--- config.mk ---
export PLATFORM = sky130hd
export DESIGN_NAME = ascii_number_accumulator
export DESIGN_NICKNAME = d
export VERILOG_FILES = /design/src/rtl/ascii_pkg.sv /design/src/rtl/ascii_char_class.sv /design/src/rtl/ascii_number_accumulator.sv
export SDC_FILE = /design/constraint.sdc
export NUM_CORES = 1
export LEC_CHECK = 0
export ABC_AREA = 1
export BUFFER_PORTS_ARGS = -buffer_cell sky130_fd_sc_hd__buf_2
export CORE_ASPECT_RATIO = 0.5
export CORE_MARGIN = 2
export CORE_UTILIZATION = 51
export CTS_BUF_LIST = sky130_fd_sc_hd__clkbuf_4 sky130_fd_sc_hd__clkbuf_8
export CTS_CLUSTER_DIAMETER = 100
export CTS_CLUSTER_SIZE = 30
export DETAILED_ROUTE_END_ITERATION = 10
export PLACE_DENSITY = 0.69
export SYNTH_ARGS = -nofsm -noshare
export SYNTH_HDL_FRONTEND = slang
export SYNTH_SLANG_ARGS = --single-unit
export TNS_END_PERCENT = 5
--- constraint.sdc ---
create_clock -name clock -period 6.5 [get_ports clock]
set_input_delay 0.65 -clock clock [delete_from_list [all_inputs] [get_ports clock]]
set_output_delay 0.65 -clock clock [all_outputs]
set_load 0.05 [all_outputs]
--- src/rtl/ascii_pkg.sv ---
// Character codes, FSM states and character classes shared by the ASCII
// number-entry path (top level and character classifier).
package ascii_pkg;

  localparam logic [7:0] ASCII_ZERO  = 8'd48;
  localparam logic [7:0] ASCII_NINE  = 8'd57;
  localparam logic [7:0] ASCII_BS    = 8'd8;
  localparam logic [7:0] ASCII_ESC   = 8'd27;
  localparam logic [7:0] ASCII_CR    = 8'd13;
  localparam logic [7:0] ASCII_LF    = 8'd10;
  localparam logic [7:0] ASCII_MINUS = 8'd45;

  typedef enum logic [1:0] {
    IDLE,
    ENTRY,
    CONVERT,
    DONE
  } state_t;

  typedef enum logic [2:0] {
    DIGIT,
    BKSP,
    CLEAR,
    TERM,
    MINUS,
    OTHER
  } char_class_t;

endpackage

--- src/rtl/ascii_char_class.sv ---
// Combinational character classifier. Codes with any bit set above bit 7 are
// OTHER. '-' is classified as MINUS only when ASCII_NEG_EN is defined.
module ascii_char_class
  import ascii_pkg::*;
#(
  parameter int CHAR_W = 12
) (
  input  logic [CHAR_W-1:0] ascii_input,
  output char_class_t       char_class,
  output logic [3:0]        digit
);

  logic [7:0] code;
  logic       upper_clear;

  assign code = ascii_input[7:0];

  generate
    if (CHAR_W > 8) begin : g_upper
      assign upper_clear = ~|ascii_input[CHAR_W-1:8];
    end else begin : g_no_upper
      assign upper_clear = 1'b1;
    end
  endgenerate

  // '0'..'9' are 0x30..0x39, so the low nibble is already the digit value.
  assign digit = code[3:0];

  always_comb begin
    char_class = OTHER;
    if (upper_clear) begin
      if (code >= ASCII_ZERO && code <= ASCII_NINE) begin
        char_class = DIGIT;
      end else if (code == ASCII_BS) begin
        char_class = BKSP;
      end else if (code == ASCII_ESC) begin
        char_class = CLEAR;
      end else if (code == ASCII_CR || code == ASCII_LF) begin
        char_class = TERM;
      end
`ifdef ASCII_NEG_EN
      else if (code == ASCII_MINUS) begin
        char_class = MINUS;
      end
`endif
    end
  end

endmodule

--- src/rtl/ascii_number_accumulator.sv ---
// Multi-digit ASCII number entry: digit buffer with backspace/clear editing and
// an iterative decimal-to-binary conversion. ASCII_NEG_EN adds a leading '-' sign.
module ascii_number_accumulator
  import ascii_pkg::*;
#(
  parameter int  CHAR_W     = 12,
  parameter int  DATA_W     = 32,
  parameter int  MAX_DIGITS = 9,
  localparam int CNT_W      = $clog2(MAX_DIGITS + 1)
) (
  input  logic              clock,
  input  logic              reset,
  input  logic              char_valid,
  input  logic [CHAR_W-1:0] ascii_input,
  output logic              char_ready,
  output logic [DATA_W-1:0] data_out,
  output logic              data_valid,
  input  logic              data_ack,
  output logic [CNT_W-1:0]  digit_count,
  output logic              overflow,
  output logic              drop
);

  localparam int ACC_W = DATA_W + 4;

  state_t            state;
  char_class_t       char_class;
  logic [3:0]        char_digit;
  logic [3:0]        digit_buf [MAX_DIGITS];
  logic [CNT_W-1:0]  conv_idx;
  logic [DATA_W-1:0] acc;
  logic              ovf_sticky;
  logic              sign;

  logic              accept;
  logic              full;
  logic              buf_we;
  logic              last_digit;
  logic [ACC_W-1:0]  acc_wide;
  logic              conv_ovf;
  logic [DATA_W-1:0] result_value;
  logic              result_ovf;

  ascii_char_class #(
    .CHAR_W(CHAR_W)
  ) u_char_class (
    .ascii_input(ascii_input),
    .char_class (char_class),
    .digit      (char_digit)
  );

  assign accept     = char_valid & char_ready;
  assign full       = (digit_count == CNT_W'(MAX_DIGITS));
  assign buf_we     = accept && (char_class == DIGIT) && !full;
  assign last_digit = (conv_idx == digit_count - CNT_W'(1));

  // acc is kept modulo 2^DATA_W; acc*10+9 always fits in the 4 extra bits,
  // so any carry out of DATA_W means the true value has overflowed.
  assign acc_wide = ACC_W'(acc) * ACC_W'(10) + ACC_W'(digit_buf[conv_idx]);

`ifdef ASCII_NEG_EN
  localparam logic [DATA_W-1:0] NEG_LIMIT = {1'b1, {(DATA_W-1){1'b0}}};
`endif

  always_comb begin
    conv_ovf     = ovf_sticky | (|acc_wide[ACC_W-1:DATA_W]);
    result_value = acc_wide[DATA_W-1:0];
    result_ovf   = conv_ovf;
`ifdef ASCII_NEG_EN
    if (sign) begin
      result_value = -acc_wide[DATA_W-1:0];
      result_ovf   = conv_ovf | (acc_wide[DATA_W-1:0] > NEG_LIMIT);
    end
`endif
  end

  always_ff @(posedge clock) begin
    if (buf_we) begin
      digit_buf[digit_count] <= char_digit;
    end
  end

  always_ff @(posedge clock) begin
    drop <= 1'b0;
    if (reset) begin
      state       <= IDLE;
      digit_count <= '0;
      conv_idx    <= '0;
      acc         <= '0;
      ovf_sticky  <= 1'b0;
      sign        <= 1'b0;
      data_out    <= '0;
      overflow    <= 1'b0;
      data_valid  <= 1'b0;
      char_ready  <= 1'b1;
    end else begin
      case (state)
        IDLE, ENTRY: begin
          if (accept) begin
            case (char_class)
              DIGIT: begin
                if (full) begin
                  drop <= 1'b1;
                end else begin
                  digit_count <= digit_count + CNT_W'(1);
                  state       <= ENTRY;
                end
              end
              BKSP: begin
                if (digit_count != '0) begin
                  digit_count <= digit_count - CNT_W'(1);
                  if (digit_count == CNT_W'(1) && !sign) state <= IDLE;
                end else begin
                  // Empty buffer: drop a lone sign, otherwise nothing changes.
                  sign  <= 1'b0;
                  state <= IDLE;
                end
              end
              CLEAR: begin
                digit_count <= '0;
                sign        <= 1'b0;
                state       <= IDLE;
              end
              TERM: begin
                if (digit_count != '0) begin
                  state      <= CONVERT;
                  char_ready <= 1'b0;
                  conv_idx   <= '0;
                  acc        <= '0;
                  ovf_sticky <= 1'b0;
                end else begin
                  sign  <= 1'b0;
                  state <= IDLE;
                end
              end
              MINUS: begin
                if (state == IDLE && !sign) begin
                  sign  <= 1'b1;
                  state <= ENTRY;
                end
              end
              default: ;
            endcase
          end
        end
        CONVERT: begin
          acc        <= acc_wide[DATA_W-1:0];
          ovf_sticky <= conv_ovf;
          conv_idx   <= conv_idx + CNT_W'(1);
          if (last_digit) begin
            state       <= DONE;
            data_out    <= result_value;
            overflow    <= result_ovf;
            data_valid  <= 1'b1;
            digit_count <= '0;
            sign        <= 1'b0;
          end
        end
        DONE: begin
          if (data_ack) begin
            state      <= IDLE;
            data_valid <= 1'b0;
            char_ready <= 1'b1;
          end
        end
        default: begin
          state      <= IDLE;
          char_ready <= 1'b1;
          data_valid <= 1'b0;
        end
      endcase
    end
  end

endmodule

==> impl_metrics.py <==
metrics = {
    "routing": {
        "drtPass1Iterations": 5,
        "drc": 0,
        "ant_nets": 0,
        "via_per_inst": 5.20,
        "avgRoutedWirePerCell_um": 14.8,
        "wl_mm": 23.8,
        "drtIter0Drc": 578,
        "vias": 8343,
    },
    "timing": {
        "fin_ws_ns": 2.64,
        "setup_viol": 0,
        "finalHoldViolations": 0,
        "fin_crit_ns": 3.86,
        "rsz0062_at_grt": "no",
        "max_freq_ghz": 0.259,
        "worst_clock_skew_ns": 0.0177,
        "slew_headroom_pct": 37.3,
        "setup_tns_ns": 0,
        "final_max_slew_viol_count": 0,
        "worstMarginPinSlew_ns": 0.939,
        "fin_crit_sh_pct": 59.4,
    },
    "critical_path": {
        "endpoint_kind": "flop",
        "reg2reg_slack_ns": 2.64,
        "critPathLaunchType": "flop",
        "cp.depth": 20,
        "crit_end": "acc[27]",
        "critPathBufInv": 1,
        "critical-path-top-delay-family": "simple AND/OR/NAND/NOR gates",
        "cp_slowest_cell": "dfxtp_1",
        "r2r-end": "acc[27]",
        "critPathMaxFanout": 24,
        "required_ns": 6.80,
        "worstSetupPathType": "reg -> reg",
        "reg2reg_depth": 20,
        "max_stage_delay_ns": 0.87,
        "cp_cell_sequence": "a21oi_1, o21ai_0, o21ai_0, o21ai_0, o21ai_0, ha_1, nand2_1, a21boi_2, nand2_1, nor2_2, nand3_2, inv_2, nand2_1, nor2_2, nand2_1, nor3_1, nand3b_1, or2_1, nand3_1, a21oi_1",
        "crit_arrival_ns": 4.16,
    },
    "synthesis": {
        "syn_area_per_cell_um2": 6.70,
        "synthesis.area_um2": 8800,
        "synth.area.top_cells": "dfxtp_1, nand2_1, edfxtp_1",
        "synth_edf_count": 36,
        "synth.yosys.seq_area_share_pct": 31.4,
        "async_flop_share_pct": 0,
        "netlist_instances": 1314,
        "synth_ff_type": "dfxtp_1",
        "synth_warnings": 0,
        "syn_nets": 1400,
        "synth_top_area_share_pct": 19.1,
        "ys_ff_latch": 120,
        "synthDistinctLibCells": 49,
        "yosysTopAreaCell": "dfxtp_1",
    },
    "clocking": {
        "post_cts_buffers": 0,
        "postCtsHoldBufs": 0,
        "cts_root_buffer": "clkbuf_8",
        "clk_latency_ns": 0.45,
        "cts-buffers-inserted": 17,
        "cts_tree": "built",
        "clk_pin_slew_ns": 0.08,
        "cts.sinks": 120,
        "cts.repair.resized": 0,
        "h-tree-depth": 4,
        "clock_path_buffers": 2,
    },
    "floorplan": {
        "die_area_um2": 18400,
        "pin_count": 56,
        "std_cell_rows": 33,
        "die_h_um": 96.9,
        "start_util_pct": 52.9,
        "die_x_um": 190,
        "coreArea_um2": 16600,
    },
    "placement": {
        "port_buffers": 55,
        "gp_congestion": 0.963,
        "dp_hpwl_mm": 18.9,
        "postPlaceCellArea_um2": 9220,
        "pre_cts_slack_ns": 2.66,
    },
    "grt": {
        "grtUsageTotal_pct": 26.9,
        "grt_pass1_wl_mm": 39.5,
        "grt_max_degree": 52,
        "antenna_found_initial": 0,
        "grt_pass1_vias": 8009,
        "gr-total-overflow": 0,
    },
    "cells_and_area": {
        "fillCellCount": 1639,
        "ff_latch_area_um2": 2760,
        "area_delta_synth_final_pct": 9.87,
        "final_area_um2": 9670,
        "layout-drive-gt1-share_pct": 10.6,
        "multiInputGateArea_um2": 5090,
        "layout.nets": 1449,
        "antenna_cells": 0,
    },
    "pwr": {
        "p_leak_nw": 4.88,
        "power.density_nw_per_um2": 162,
        "power_mw": 1.57,
        "ir_drop_uv": 151,
    },
    "status": {
        "status": "finished, final reports clean",
    },
    "min_path": {
        "hp-class": "reg -> reg",
    },
    "run": {
        "maxCapViolCount": 0,
    },
}
metrics by stage:
step           hold WS, ns  std cells  utilization (%)
2_1_floorplan        0.458       1314                -
3_3_place_gp         0.450       1571             55.4
3_5_place_dp         0.454       1571             55.4
4_1_cts              0.452       1603             58.1
5_1_grt              0.447       1603             58.1
6_report             0.466       1603             58.1
layout make-up:
cell class / instances / area share (%)
multi-input cells: 957 / 52.7
flip-flops and latches: 120 / 28.6
inverters: 210 / 8.17
repair buffers: 57 / 3.00
well taps: 227 / 2.94
clock buffers: 22 / 2.87
clock inverters: 10 / 1.75
state kept, by name (all words and copies together) (netlist names), named ones only:
register     flops
data_valid       1
data_out        32
ovf_sticky       1
acc             32
digit_buf       36
char_ready       1
drop             1
digit_count      4
state            2
conv_idx         4
overflow         1
sign             1
power breakdown:
| part | switching [mW] | total (mW) | internal [mW] |
|---|---|---|---|
| logic | 0.0231 | 0.0310 | 0.00784 |
| clock network | 0.321 | 0.769 | 0.447 |
| registers | 0.000889 | 0.770 | 0.770 |
worst register-to-register path: stages (launching register included):
cell	delay, ns
dfxtp_1	0.87
a21oi_1	0.14
o21ai_0	0.10
o21ai_0	0.12
o21ai_0	0.16
o21ai_0	0.10
ha_1	0.38
nand2_1	0.10
a21boi_2	0.17
nand2_1	0.08
nor2_2	0.13
nand3_2	0.12
inv_2	0.06
nand2_1	0.06
nor2_2	0.10
nand2_1	0.06
nor3_1	0.32
nand3b_1	0.23
or2_1	0.28
nand3_1	0.07
a21oi_1	0.06
layout by cell type, fill, tap and decap left out, types with 36 or more instances in the layout:
cell / count
a21oi_1: 81
buf_2: 55
dfxtp_1: 84
edfxtp_1: 36
ha_1: 68
inv_1: 203
nand2_1: 401
nand3_1: 66
nor2_1: 108
o21ai_0: 54
Yosys cell counts, types with 4 or more instances:
| cell type | count |
|---|---|
| o21a_1 | 4 |
| ha_1 | 68 |
| nand2_2 | 17 |
| a211oi_1 | 4 |
| nand3_2 | 7 |
| buf_2 | 5 |
| nor3_1 | 19 |
| nor2_1 | 109 |
| nand3b_1 | 9 |
| nand2_1 | 401 |
| o21ai_0 | 54 |
| a31oi_1 | 5 |
| inv_1 | 203 |
| or2_2 | 6 |
| o211ai_1 | 9 |
| clkbuf_1 | 16 |
| xor2_1 | 23 |
| edfxtp_1 | 36 |
| a21oi_1 | 81 |
| inv_2 | 4 |
| mux2i_1 | 8 |
| o21bai_1 | 8 |
| nand4_1 | 18 |
| nand3_1 | 66 |
| nor2_2 | 13 |
| dfxtp_1 | 84 |
routing by layer:
layer  routed length (µm)  vias up  track usage, %  part of all wire [%]
met2                10900      182            44.7                    46
met4                  501        0            8.59                   2.1
li1                     -     4314               -                     -
met5                    0        -               0                     0
met1                11200     3811            35.3                    47
met3                 1200       36            5.30                   5.1
worst min-delay path by stage:
stage | startpoint | endpoint | slack (ns) | cells past startpoint
final | data_valid | data_valid | 0.47 | 2
after global routing | data_ack | char_ready | 0.45 | 3
after CTS | data_ack | char_ready | 0.45 | 3
after detailed placement | data_valid | data_valid | 0.45 | 2
after global placement | data_valid | data_valid | 0.45 | 2
after floorplan | sign | sign | 0.46 | 1
cell families after synthesis:
kind of cell               synth area share [%]
AOI/OAI and AO/OA                          10.8
xor gates and xnor gates                   2.59
adders and majority gates                  10.1
buffers and inverters                      10.7
DFF                                        31.4
muxes                                     0.910
and+or+nand+nor                            33.5
(Power assumes the default switching activity.)
